File: src/rtl/label_font_rom_sched_if.sv
// Config, text-write, pixel stream and font pROM signals of the label overlay.
interface label_font_rom_sched_if #(
  parameter int NUM_LABELS = 2,
  parameter int MAX_CHARS  = 16,
  parameter int XW         = 11
);
  localparam int LW = (NUM_LABELS > 1) ? $clog2(NUM_LABELS) : 1;
  localparam int IW = (MAX_CHARS > 1) ? $clog2(MAX_CHARS) : 1;

  logic                     frame_start;
  logic [NUM_LABELS-1:0]    cfg_en;
  logic [NUM_LABELS*XW-1:0] cfg_x0;
  logic [NUM_LABELS*XW-1:0] cfg_y0;
  logic [NUM_LABELS*5-1:0]  cfg_len;
  logic [NUM_LABELS*24-1:0] cfg_color;
  logic                     wr_en;
  logic [LW-1:0]            wr_label;
  logic [IW-1:0]            wr_idx;
  logic [7:0]               wr_char;
  logic                     in_de;
  logic [XW-1:0]            in_x;
  logic [XW-1:0]            in_y;
  logic [23:0]              in_rgb;
  logic                     rom_ce;
  logic                     rom_oce;
  logic [13:0]              rom_ad;
  logic                     rom_dout;
  logic                     out_de;
  logic [23:0]              out_rgb;

  modport master (
    output frame_start, cfg_en, cfg_x0, cfg_y0, cfg_len, cfg_color,
    output wr_en, wr_label, wr_idx, wr_char,
    output in_de, in_x, in_y, in_rgb, rom_dout,
    input  rom_ce, rom_oce, rom_ad, out_de, out_rgb
  );

  modport slave (
    input  frame_start, cfg_en, cfg_x0, cfg_y0, cfg_len, cfg_color,
    input  wr_en, wr_label, wr_idx, wr_char,
    input  in_de, in_x, in_y, in_rgb, rom_dout,
    output rom_ce, rom_oce, rom_ad, out_de, out_rgb
  );
endinterface

File: src/rtl/label_font_rom_sched.sv
// Text-label overlay sharing one font pROM: priority box hit per pixel, glyph address, colour key.
// Fixed 3-cycle latency, one pixel per clock, no backpressure.
module label_font_rom_sched #(
  parameter int NUM_LABELS = 2,
  parameter int MAX_CHARS  = 16,
  parameter int XW         = 11
) (
  input  logic                  clk,
  input  logic                  reset,
  label_font_rom_sched_if.slave bus
);
  localparam int IW = (MAX_CHARS > 1) ? $clog2(MAX_CHARS) : 1;

  logic [NUM_LABELS-1:0] en_q, en_d;
  logic [XW-1:0]         x0_q    [NUM_LABELS];
  logic [XW-1:0]         x0_d    [NUM_LABELS];
  logic [XW-1:0]         y0_q    [NUM_LABELS];
  logic [XW-1:0]         y0_d    [NUM_LABELS];
  logic [4:0]            len_q   [NUM_LABELS];
  logic [4:0]            len_d   [NUM_LABELS];
  logic [23:0]           color_q [NUM_LABELS];
  logic [23:0]           color_d [NUM_LABELS];
  logic [6:0]            txt_q   [NUM_LABELS][MAX_CHARS];
  logic [6:0]            txt_d   [NUM_LABELS][MAX_CHARS];

  logic wr_char_unused;
  assign wr_char_unused = bus.wr_char[7];

  // Shadows only move on frame_start so a frame never sees a half-updated label.
  always_comb begin
    en_d    = en_q;
    x0_d    = x0_q;
    y0_d    = y0_q;
    len_d   = len_q;
    color_d = color_q;
    if (bus.frame_start) begin
      en_d = bus.cfg_en;
      for (int i = 0; i < NUM_LABELS; i++) begin
        x0_d[i]    = bus.cfg_x0[i*XW +: XW];
        y0_d[i]    = bus.cfg_y0[i*XW +: XW];
        len_d[i]   = (bus.cfg_len[i*5 +: 5] > 5'(MAX_CHARS)) ? 5'(MAX_CHARS) : bus.cfg_len[i*5 +: 5];
        color_d[i] = bus.cfg_color[i*24 +: 24];
      end
    end
  end

  always_comb begin
    txt_d = txt_q;
    if (bus.wr_en && (int'(bus.wr_label) < NUM_LABELS))
      txt_d[bus.wr_label][bus.wr_idx] = bus.wr_char[6:0];
  end

  logic [XW:0]  dx, dy, lim;
  logic         hit0;
  logic [23:0]  col0;
  logic [13:0]  ad0;

  // Scan from the highest index down so the lowest-index hit is the one left standing.
  always_comb begin
    hit0 = 1'b0;
    col0 = '0;
    ad0  = '0;
    dx   = '0;
    dy   = '0;
    lim  = '0;
    for (int i = NUM_LABELS - 1; i >= 0; i--) begin
      dx  = {1'b0, bus.in_x} - {1'b0, x0_q[i]};
      dy  = {1'b0, bus.in_y} - {1'b0, y0_q[i]};
      lim = (XW+1)'({len_q[i], 3'b000});
      if (en_q[i] && (len_q[i] != '0) && !dx[XW] && (dx < lim) && (dy[XW:4] == '0)) begin
        hit0 = 1'b1;
        col0 = color_q[i];
        ad0  = {txt_q[i][dx[3 +: IW]], dx[2:0], dy[3:0]};
      end
    end
  end

  logic        de1_q, de1_d, ce1_q, ce1_d;
  logic [23:0] rgb1_q, rgb1_d, col1_q, col1_d;
  logic [13:0] ad1_q, ad1_d;
  logic        de2_q, de2_d, hit2_q, hit2_d;
  logic [23:0] rgb2_q, rgb2_d, col2_q, col2_d;
  logic        de3_q, de3_d;
  logic [23:0] rgb3_q, rgb3_d;

  always_comb begin
    de1_d  = bus.in_de;
    ce1_d  = bus.in_de & hit0;
    rgb1_d = bus.in_rgb;
    col1_d = col0;
    ad1_d  = ce1_d ? ad0 : ad1_q;
    de2_d  = de1_q;
    hit2_d = ce1_q;
    rgb2_d = rgb1_q;
    col2_d = col1_q;
    de3_d  = de2_q;
    rgb3_d = (hit2_q && bus.rom_dout) ? col2_q : rgb2_q;
  end

  always_ff @(posedge clk or posedge reset) begin
    if (reset) begin
      en_q <= '0;
      for (int i = 0; i < NUM_LABELS; i++) begin
        x0_q[i]    <= '0;
        y0_q[i]    <= '0;
        len_q[i]   <= '0;
        color_q[i] <= '0;
        for (int j = 0; j < MAX_CHARS; j++) txt_q[i][j] <= 7'h20;
      end
      de1_q  <= 1'b0;
      ce1_q  <= 1'b0;
      rgb1_q <= '0;
      col1_q <= '0;
      ad1_q  <= '0;
      de2_q  <= 1'b0;
      hit2_q <= 1'b0;
      rgb2_q <= '0;
      col2_q <= '0;
      de3_q  <= 1'b0;
      rgb3_q <= '0;
    end else begin
      en_q    <= en_d;
      x0_q    <= x0_d;
      y0_q    <= y0_d;
      len_q   <= len_d;
      color_q <= color_d;
      txt_q   <= txt_d;
      de1_q   <= de1_d;
      ce1_q   <= ce1_d;
      rgb1_q  <= rgb1_d;
      col1_q  <= col1_d;
      ad1_q   <= ad1_d;
      de2_q   <= de2_d;
      hit2_q  <= hit2_d;
      rgb2_q  <= rgb2_d;
      col2_q  <= col2_d;
      de3_q   <= de3_d;
      rgb3_q  <= rgb3_d;
    end
  end

  assign bus.rom_ce  = ce1_q;
  assign bus.rom_oce = 1'b1;
  assign bus.rom_ad  = ad1_q;
  assign bus.out_de  = de3_q;
  assign bus.out_rgb = rgb3_q;
endmodule

File: src/flat_wrapper.sv
// flat-port wrapper written by rule: the top's interface ports become plain ports
module label_font_rom_sched_flat 
#(
  parameter int NUM_LABELS = 2,
  parameter int MAX_CHARS  = 16,
  parameter int XW         = 11
)
  (clk, reset, bus_frame_start, bus_cfg_en, bus_cfg_x0, bus_cfg_y0, bus_cfg_len, bus_cfg_color, bus_wr_en, bus_wr_label, bus_wr_idx, bus_wr_char, bus_in_de, bus_in_x, bus_in_y, bus_in_rgb, bus_rom_dout, bus_rom_ce, bus_rom_oce, bus_rom_ad, bus_out_de, bus_out_rgb);
  label_font_rom_sched_if #(.NUM_LABELS(NUM_LABELS), .MAX_CHARS(MAX_CHARS), .XW(XW)) bus_i ();
  input  logic clk;
  input  logic reset;
  input wire logic [$bits(bus_i.frame_start)-1:0] bus_frame_start;
  input wire logic [$bits(bus_i.cfg_en)-1:0] bus_cfg_en;
  input wire logic [$bits(bus_i.cfg_x0)-1:0] bus_cfg_x0;
  input wire logic [$bits(bus_i.cfg_y0)-1:0] bus_cfg_y0;
  input wire logic [$bits(bus_i.cfg_len)-1:0] bus_cfg_len;
  input wire logic [$bits(bus_i.cfg_color)-1:0] bus_cfg_color;
  input wire logic [$bits(bus_i.wr_en)-1:0] bus_wr_en;
  input wire logic [$bits(bus_i.wr_label)-1:0] bus_wr_label;
  input wire logic [$bits(bus_i.wr_idx)-1:0] bus_wr_idx;
  input wire logic [$bits(bus_i.wr_char)-1:0] bus_wr_char;
  input wire logic [$bits(bus_i.in_de)-1:0] bus_in_de;
  input wire logic [$bits(bus_i.in_x)-1:0] bus_in_x;
  input wire logic [$bits(bus_i.in_y)-1:0] bus_in_y;
  input wire logic [$bits(bus_i.in_rgb)-1:0] bus_in_rgb;
  input wire logic [$bits(bus_i.rom_dout)-1:0] bus_rom_dout;
  output wire logic [$bits(bus_i.rom_ce)-1:0] bus_rom_ce;
  output wire logic [$bits(bus_i.rom_oce)-1:0] bus_rom_oce;
  output wire logic [$bits(bus_i.rom_ad)-1:0] bus_rom_ad;
  output wire logic [$bits(bus_i.out_de)-1:0] bus_out_de;
  output wire logic [$bits(bus_i.out_rgb)-1:0] bus_out_rgb;
  assign bus_i.frame_start = bus_frame_start;
  assign bus_i.cfg_en = bus_cfg_en;
  assign bus_i.cfg_x0 = bus_cfg_x0;
  assign bus_i.cfg_y0 = bus_cfg_y0;
  assign bus_i.cfg_len = bus_cfg_len;
  assign bus_i.cfg_color = bus_cfg_color;
  assign bus_i.wr_en = bus_wr_en;
  assign bus_i.wr_label = bus_wr_label;
  assign bus_i.wr_idx = bus_wr_idx;
  assign bus_i.wr_char = bus_wr_char;
  assign bus_i.in_de = bus_in_de;
  assign bus_i.in_x = bus_in_x;
  assign bus_i.in_y = bus_in_y;
  assign bus_i.in_rgb = bus_in_rgb;
  assign bus_i.rom_dout = bus_rom_dout;
  assign bus_rom_ce = bus_i.rom_ce;
  assign bus_rom_oce = bus_i.rom_oce;
  assign bus_rom_ad = bus_i.rom_ad;
  assign bus_out_de = bus_i.out_de;
  assign bus_out_rgb = bus_i.out_rgb;
  label_font_rom_sched #(.NUM_LABELS(NUM_LABELS), .MAX_CHARS(MAX_CHARS), .XW(XW)) u_core (.clk(clk), .reset(reset), .bus(bus_i));
endmodule
File: config.mk
export PLATFORM = sky130hd
export DESIGN_NAME = label_font_rom_sched_flat
export DESIGN_NICKNAME = d
export VERILOG_FILES = /design/src/rtl/label_font_rom_sched_if.sv /design/src/rtl/label_font_rom_sched.sv /design/src/flat_wrapper.sv
export SDC_FILE = /design/constraint.sdc
export NUM_CORES = 1
export LEC_CHECK = 0
export CAP_MARGIN = 10
export CORE_MARGIN = 10
export CORE_UTILIZATION = 55
export DETAILED_ROUTE_END_ITERATION = 16
export HOLD_SLACK_MARGIN = 0.03
export PLACE_DENSITY = 0.77
export SETUP_SLACK_MARGIN = 0.1
export SLEW_MARGIN = 20
export SYNTH_ARGS = -nofsm -noshare
export SYNTH_HDL_FRONTEND = slang
export SYNTH_SLANG_ARGS = --single-unit
export TNS_END_PERCENT = 5
File: constraint.sdc
create_clock -name clk -period 17.3 [get_ports clk]
set_clock_uncertainty 0.05 [all_clocks]
set_input_delay 1.73 -clock clk [delete_from_list [all_inputs] [get_ports clk]]
set_output_delay 1.73 -clock clk [all_outputs]
set_load 0.02 [all_outputs]
==> impl_metrics.json, run 1 <==
{
  "drt-total-wl_um": 51500,
  "ff2ff_path_depth": 19,
  "antenna_cells": 0,
  "overflow": 0,
  "firstDrtPassIters": 5,
  "syn-num-nets": 1846,
  "power_uw": 2950,
  "fmax_mhz": 148,
  "setup_tns_ns": 0,
  "vdd_drop_max_uv": 94.2,
  "hold_violations": 0,
  "cts_tree": "yes",
  "worstHoldStart": "u_core.rgb1_q[7]",
  "finalSetupViolCount": 0,
  "wire_per_inst_um": 21.8,
  "coreArea_um2": 37800,
  "cts_max_level": 2,
  "cts_made_buffers": 48,
  "drv_cap": 0,
  "drc": 0,
  "arrival_ns": 7.23,
  "synth-simple-area-share_pct": 6.81,
  "yosysWarnings": 0,
  "endpoint_kind": "register",
  "clockBufferDepth": 3,
  "hold_depth": 0,
  "worst_ep_required_time_ns": 17.77,
  "io_pins": 210,
  "reg2reg_to": "u_core.bus.rom_ad[11]",
  "synth_compound_area_share_pct": 6.49,
  "initial_core_util_pct": 55.9,
  "cts_setup_buffers": 0,
  "ant_nets": 0,
  "synth.avg_cell_area_um2": 13.0,
  "synthToLayoutAreaGrowth_pct": 20.0,
  "fp.dieH_um": 216,
  "outcome": "finished, final reports clean",
  "post-synth-top-count-cell": "dfrtp_1",
  "hpwl_um": 35200,
  "ctsResizeCount": 0,
  "syn_area_um2": 21100,
  "synth.area.top_cells": "dfrtp_1, mux2_2, mux4_2",
  "clockRootBuffer": "clkbuf_16",
  "clock_latency_ns": 0.58,
  "synth-edff-count": 0,
  "postSynth.topFlopCell": "dfrtp_1",
  "vias_per_cell": 5.77,
  "hp-class": "reg -> reg",
  "seq_area_frac_synth_pct": 55.5,
  "grt.total_usage_pct": 22.3,
  "drive_gt1_share_pct": 27.0,
  "grt_max_degree": 196,
  "hold_buffers": 0,
  "synth.largest_area_cell": "dfrtp_1",
  "io_buffers": 207,
  "r2r_slack_ns": 11.81,
  "timing.critical_path.fanout_max": 15,
  "path_clk_slew_ns": 0.06,
  "grt_pass1_wl_um": 82800,
  "worst_pin_slew_ns": 1.07,
  "ys_ff_latch": 467,
  "holdPathEnd": "u_core.rgb2_q[7]",
  "fin_crit_sh_pct": 39.1,
  "drt_iter0_markers": 827,
  "syn_inst": 1621,
  "synthAdderAreaFrac_pct": 3.46,
  "die-area_um2": 46600,
  "power_leakage_uw": 0.0113,
  "rows": 71,
  "drv_slew": 0,
  "synth_top_family_by_area": "multiplexers",
  "netlist_top_cells_count": "dfrtp_1, mux2_2, nand2_1, inv_1, o21ai_0",
  "path_class": "in -> reg",
  "r2r_start": "u_core.x0_q[11]",
  "async_flop_share_pct": 100,
  "synth_xor_xnor_area_share_pct": 0.622,
  "fin_crit_ns": 6.76,
  "synth_cell_type_count": 72,
  "p_per_area_nw_per_um2": 116,
  "gp_congestion": 0.895,
  "synth_mux_area_share_pct": 23.6,
  "synth_top_area_share_pct": 51.6,
  "grt_antenna_before_repair": 4,
  "fin_nets": 2035,
  "rsz0062_at_grt": "no",
  "cts.sinks": 467,
  "grt_pass1_vias": 14666,
  "critPathLaunchType": "input pin",
  "vias": 13627,
  "max_slew_margin_pct": 28.1,
  "die_width_um": 216
}
[critical path, stage by stage]
cell and delay (ns):
clkdlybuf4s50_1 0.45, inv_1 0.05, ha_1 0.26, fa_1 0.43, nand2b_1 0.19, a211oi_1 0.53
o21ai_0 0.15, nand2b_1 0.19, xnor2_4 0.31, inv_1 0.11, ha_1 0.35, a21oi_1 0.14
nand2_1 0.10, a22oi_1 0.14, nand4_1 0.13, nor4b_2 0.37, and4b_1 0.68, nor2_1 0.29
buf_4 0.26, o2111ai_1 0.14, o211a_1 0.20
[kinds of logic (layout without fill, tap and decap cells)]
family                     Yosys count  count (layout)
xor gates and xnor gates            15              15
and+or+nand+nor                    294             294
DFF                                467             467
other                                1               1
buffers and inverters              183             411
adders and majority gates           56              56
muxes                              392             392
AOI/OAI and AO/OA                  213             213
[where the power goes]
part / total, uW / internal (uW) / switching (uW)
Combinational: 594 / 311 / 282
Sequential: 1300 / 1240 / 61.8
Clock: 1060 / 627 / 432
[state kept, by name (all words and copies together), names as in the netlist, 2 cells and up]
register,count
u_core.x0_q,22
u_core.rgb2_q,24
u_core.rgb1_q,24
u_core.col2_q,24
u_core.txt_q,224
u_core.col1_q,24
u_core.bus.out_rgb,24
u_core.bus.rom_ad,14
u_core.en_q,2
u_core.y0_q,22
u_core.color_q,48
u_core.len_q,10
[metal layers]
| metal | share of wire [%] | GRT usage, % |
|---|---|---|
| met5 | 0.097 | 0 |
| met3 | 5.7 | 4.52 |
| met4 | 2.5 | 7.18 |
| met1 | 43 | 29.1 |
| met2 | 49 | 36.7 |
[final cells by class]
cell class                 instances  area, um2
multi-input combinational        971       8780
inverter                          96        368
sequential                       467      11700
clock buffer                      68       1370
clock inverter                    21        258
timing repair buffer             226       2210
tap                              511        639
fill                            2659      12400
[worst max-delay path by stage]
stage                     start                    end  slack (ns)
detailed placement  bus_in_x[0]  u_core.bus.rom_ad[11]        9.91
CTS                 bus_in_x[0]  u_core.bus.rom_ad[11]       10.50
global placement    bus_in_x[0]  u_core.bus.rom_ad[11]        9.94
floorplan                 reset      u_core.bus.out_de        2.55
finish              bus_in_x[0]  u_core.bus.rom_ad[11]       10.54
global route        bus_in_x[0]   u_core.bus.rom_ad[7]       10.20
[layout by cell type (no fill, tap or decap), types with 16 or more instances in the layout]
master	n
nand2b_1	21
inv_1	94
nor2_1	48
mux2i_1	43
clkbuf_16	48
clkdlybuf4s50_1	199
dfstp_2	32
mux4_2	56
a21oi_1	28
buf_4	18
nand3_1	17
o2111ai_1	16
o21ai_0	92
ha_1	52
nand2_1	127
dfrtp_1	435
mux2_2	286
[stage by stage]
step           hold slack [ns]  utilization, %  setup slack, ns  instances  instance area [um2]
6_report                 0.290            67.1            10.54       2360                25300
5_1_grt                  0.293            67.1            10.20       2360                25300
4_1_cts                  0.288            67.1            10.50       2359                25300
3_5_place_dp             0.285            62.8             9.91       2270                23700
3_3_place_gp             0.282            62.8             9.94       2270                23700
2_1_floorplan            0.281               -             2.55       1621                21100
No activity file was read; power rests on OpenSTA's default activity.
==> run 2: changes to the inputs <==
Clock period 17.3 ns to 7 ns, I/O delays scaled along.
==> impl_metrics.json, run 2 (synthesis gave the netlist of run 1 again) <==
{
  "io_pins": 210,
  "worst_ep_required_time_ns": 7.41,
  "grt_pass1_wl_um": 81900,
  "r2r_start": "u_core.x0_q[11]",
  "drt_iter0_markers": 1031,
  "critPathLaunchType": "input pin",
  "vias_per_cell": 5.72,
  "hp-class": "reg -> reg",
  "crit_path_start": "bus_in_x[0]",
  "fmax_mhz": 183,
  "worst_pin_slew_ns": 1.02,
  "cts_tree": "yes",
  "utilization_pct": 67.2,
  "wire_per_inst_um": 21.9,
  "fin_crit_sh_pct": 77.9,
  "hold_violations": 0,
  "initial_core_util_pct": 55.9,
  "vias": 13518,
  "final_cell_mix": "dfrtp_1, mux2_2, clkdlybuf4s50_1",
  "hold_buffers": 0,
  "endpoint_kind": "register",
  "grt_max_degree": 163,
  "die_width_um": 216,
  "rows": 71,
  "clock_latency_ns": 0.57,
  "r2r_slack_ns": 1.78,
  "timing.critical_path.fanout_max": 25,
  "intPower_uw": 5410,
  "power_uw": 7310,
  "finalSetupViolCount": 0,
  "reg2reg_to": "u_core.col1_q[9]",
  "path_class": "in -> reg",
  "vdd_drop_max_uv": 244,
  "grt_antenna_before_repair": 2,
  "max_slew_margin_pct": 31.2,
  "hold_depth": 0,
  "pwr-share-clk_pct": 35.8,
  "power_leakage_uw": 0.0113,
  "grt.total_usage_pct": 22.2,
  "grt_pass1_vias": 14360,
  "seqPwrFrac_pct": 43.9,
  "drc": 0,
  "coreArea_um2": 37800,
  "largest_register": "u_core.txt_q",
  "ctsResizeCount": 0,
  "firstDrtPassIters": 7,
  "die-area_um2": 46600,
  "top_regs": "u_core.txt_q x224, u_core.color_q x48",
  "fin_nets": 2039,
  "gp_congestion": 0.914,
  "setup_tns_ns": 0,
  "drv_slew": 0,
  "hpwl_um": 35600,
  "p_sw_uw": 1900,
  "drt-total-wl_um": 51700,
  "place_inst": 2275,
  "clockRootBuffer": "clkbuf_16",
  "cts.sinks": 467,
  "setup_slack_ns": 1.55,
  "drive_gt1_share_pct": 27.1,
  "ant_nets": 0,
  "largest_reg_flops": 224,
  "synthToLayoutAreaGrowth_pct": 20.2,
  "drv_cap": 0,
  "clockBufferDepth": 3,
  "cts_max_level": 2,
  "final_common_cell": "dfrtp_1",
  "io_buffers": 207,
  "dp_slack_ns": 0.955,
  "overflow": 0,
  "fp.dieH_um": 216,
  "fin_crit_ns": 5.45,
  "outcome": "finished, final reports clean",
  "worstHoldStart": "u_core.rgb1_q[9]",
  "p_per_area_nw_per_um2": 288,
  "cts_setup_buffers": 0,
  "rsz0062_at_grt": "no",
  "arrival_ns": 5.86,
  "ff2ff_path_depth": 18,
  "combinationalPowerShare_pct": 20.3,
  "swShare_pct": 26.0,
  "cts_made_buffers": 47,
  "fin_cells": 2362,
  "holdPathEnd": "u_core.rgb2_q[9]",
  "path_clk_slew_ns": 0.06
}
==> run 2: worst max-delay path by stage <==
stage | depth (start not counted) | endpoint | slack (ns)
floorplan | 1 | u_core.bus.out_de | -0.05
finish | 20 | u_core.col1_q[9] | 1.55
detailed placement | 20 | u_core.col1_q[17] | 0.95
global route | 20 | u_core.col1_q[9] | 1.25
global placement | 20 | u_core.col1_q[17] | 1.15
CTS | 20 | u_core.col1_q[9] | 1.49
==> run 2: layout make-up <==
cell class / instances / area, um2
diodes: 1 / 2.50
clock buffers: 73 / 1460
clock inverters: 12 / 174
fillers: 2652 / 12400
inverters: 96 / 364
multi-input cells: 971 / 8760
flip-flops and latches: 467 / 11700
well taps: 511 / 639
repair buffers: 231 / 2260
==> run 2: power by group through the flow <==
stage          logic [uW]  clock network (uW)  registers (uW)
3_5_place_dp         1480                   0            3250
6_report             1490                2620            3210
2_1_floorplan        1050                   0            3210
3_3_place_gp         1440                   0            3230
4_1_cts              1490                2670            3210
5_1_grt              1610                2780            3240
==> run 2: worst max-delay path: stages <==
cell	delay, ns
clkdlybuf4s50_1	0.45
inv_1	0.05
ha_1	0.25
fa_1	0.43
nand2b_1	0.17
a211oi_1	0.52
o21ai_0	0.19
nand2b_1	0.20
xnor2_4	0.30
inv_1	0.11
ha_1	0.35
a21oi_1	0.14
nand2_1	0.09
a22oi_1	0.15
nand4_1	0.13
nor4b_2	0.35
nand4b_1	0.22
a211oi_4	0.24
buf_4	0.46
mux2i_1	0.32
==> run 2: routing by layer <==
| metal | global-route usage (%) | part of all wire [%] | vias up |
|---|---|---|---|
| met5 | 0 | 0.021 | - |
| met4 | 6.29 | 2.3 | 2 |
| met3 | 4.76 | 5.2 | 72 |
| met2 | 37.1 | 49 | 343 |
| met1 | 28.7 | 43 | 6932 |
| li1 | - | - | 6169 |
==> run 2: stage by stage <==
stage	area (um2)	hold WS, ns
final	25400	0.296
after global routing	25400	0.299
after CTS	25400	0.298
after detailed placement	23700	0.285
after global placement	23700	0.281
after floorplan	21100	0.281
==> run 3: changes to the inputs <==
Settings changed: CORE_UTILIZATION 55 to 52.
Clock period 7 ns to 4.73 ns, I/O delays scaled along.
==> impl_metrics.json, run 3 (synthesis gave the netlist of run 1 again) <==
{
  "final_cell_mix": "dfrtp_1, mux2_2, clkdlybuf4s50_1",
  "gp_congestion": 0.908,
  "outcome": "finished, final reports clean",
  "largest_reg_flops": 224,
  "ant_nets": 0,
  "power_leakage_uw": 0.0114,
  "setup_tns_ns": 0,
  "endpoint_kind": "register",
  "worst_pin_slew_ns": 1.12,
  "grt_antenna_before_repair": 3,
  "vdd_drop_max_uv": 340,
  "path_class": "in -> reg",
  "n_fill_cell": 2952,
  "largest_register": "u_core.txt_q",
  "grt_pass1_vias": 14363,
  "critPathLaunchType": "input pin",
  "drc": 0,
  "hp-class": "in -> reg",
  "timing.critical_path.fanout_max": 8,
  "vias": 13707,
  "power_uw": 10900,
  "grt.total_usage_pct": 21.1,
  "io_pins": 210,
  "drive_gt1_share_pct": 27.6,
  "drv_cap": 0,
  "seq_area_um2": 11700,
  "wire_per_inst_um": 21.8,
  "multi_input_area_um2": 8760,
  "io_buffers": 207,
  "die-area_um2": 49100,
  "die_width_um": 222,
  "fin_crit_ns": 4.37,
  "fp.dieH_um": 222,
  "rows": 73,
  "drv_slew": 0,
  "overflow": 0,
  "cts.sinks": 467,
  "clock_latency_ns": 0.58,
  "worst_ep_required_time_ns": 5.14,
  "rsz0062_at_grt": "no",
  "drt-total-wl_um": 52200,
  "grt_pass1_wl_um": 82400,
  "clockRootBuffer": "clkbuf_16",
  "hold_violations": 0,
  "vias_per_cell": 5.72,
  "top_regs": "u_core.txt_q x224, u_core.color_q x48",
  "hpwl_um": 36000,
  "firstDrtPassIters": 5,
  "fmax_mhz": 229,
  "final_common_cell": "dfrtp_1",
  "fin_crit_sh_pct": 92.4,
  "p_per_area_nw_per_um2": 425,
  "drt_iter0_markers": 1223,
  "cts_tree": "yes",
  "synthToLayoutAreaGrowth_pct": 21.2,
  "grt_max_degree": 120,
  "cts_setup_buffers": 0,
  "fin_nets": 2057,
  "cts_max_level": 2,
  "arrival_ns": 4.78,
  "initial_core_util_pct": 52.9,
  "max_slew_margin_pct": 24.8,
  "cts_made_buffers": 49,
  "clockBufferDepth": 3,
  "coreArea_um2": 39900,
  "path_clk_slew_ns": 0.06,
  "finalSetupViolCount": 0
}
[run 3: cell types whose count changed in the layout (fill, tap and decap cells not counted), sizes merged]
cell           before  now
inv                96   95
clkinv              3    8
clkinvlp            5    3
buf                31   48
clkdlybuf4s50     200  199
diode               1    3
clkbuf             73   75
[run 3: worst max-delay path, stage by stage]
cell and delay, ns:
clkdlybuf4s50_1 0.48, inv_1 0.07, ha_1 0.24, fa_1 0.42
nand2b_1 0.19, a211oi_1 0.26, o21ai_0 0.11, nand2b_1 0.11
xnor2_2 0.13, inv_1 0.06, ha_1 0.33, a21oi_1 0.14
nand2_1 0.11, a22oi_1 0.15, nand4_1 0.14, nor4b_2 0.33
buf_4 0.16, and4b_1 0.27, buf_4 0.22, o2111ai_1 0.19
o211a_1 0.17
[run 3: cell type report]
cell class | count | area share, %
Inverter | 96 | 1.42
Timing Repair Buffer | 247 | 9.57
Clock buffer | 75 | 5.60
Tap cell | 525 | 2.57
Multi-Input combinational cell | 971 | 34.2
Clock inverter | 14 | 0.729
Antenna cell | 3 | 0.0293
Sequential cell | 467 | 45.8
[run 3: what timing repair did]
action / 4_1_cts / 5_1_grt
resized for setup: 1 / 1
hold buffers: 0 / 0
endpoints found under the setup margin: 8 / 7
[run 3: worst paths after layout]
path / start / to / slack [ns] / depth (start not counted)
worst max-delay path: bus_in_x[0] / u_core.bus.rom_ad[9] / 0.36 / 21
worst min-delay path: bus_in_rgb[4] / u_core.rgb1_q[4] / 0.28 / 1
worst max register to register: u_core.x0_q[11] / u_core.bus.rom_ad[9] / 0.40 / 19
worst min register to register: u_core.rgb1_q[8] / u_core.rgb2_q[8] / 0.29 / 0
max in group asynchronous: reset / u_core.col2_q[13] / 3.21 / 3
min in group asynchronous: reset / u_core.bus.out_de / 0.36 / 2
[run 3: where the power goes]
| part | switching (uW) | internal [uW] | leakage [uW] | total (uW) |
|---|---|---|---|---|
| combinational | 1070 | 1170 | 0.00478 | 2240 |
| sequential | 227 | 4520 | 0.00581 | 4750 |
| clock | 1570 | 2300 | 0.000789 | 3880 |
[run 3: through the flow]
step / cells / hold slack, ns / area (um2) / util, % / setup slack, ns
after floorplan: 1621 / 0.281 / 21100 / - / -2.09
after global placement: 2306 / 0.281 / 24000 / 60.1 / -0.432
after detailed placement: 2306 / 0.285 / 24000 / 60.1 / -0.611
after CTS: 2395 / 0.252 / 25600 / 64.1 / 0.291
after global routing: 2397 / 0.252 / 25600 / 64.1 / 0.155
final: 2398 / 0.278 / 25600 / 64.1 / 0.358
[run 3: routing by layer]
metal | global-route usage (%) | part of all wire [%] | up-vias | wire [um]
met5 | 0 | 0.019 | - | 10
met4 | 5.84 | 2.3 | 2 | 1190
met3 | 5.34 | 6.3 | 77 | 3290
met2 | 33.9 | 48 | 397 | 25200
met1 | 28.0 | 43 | 7022 | 22600
li1 | - | - | 6209 | -
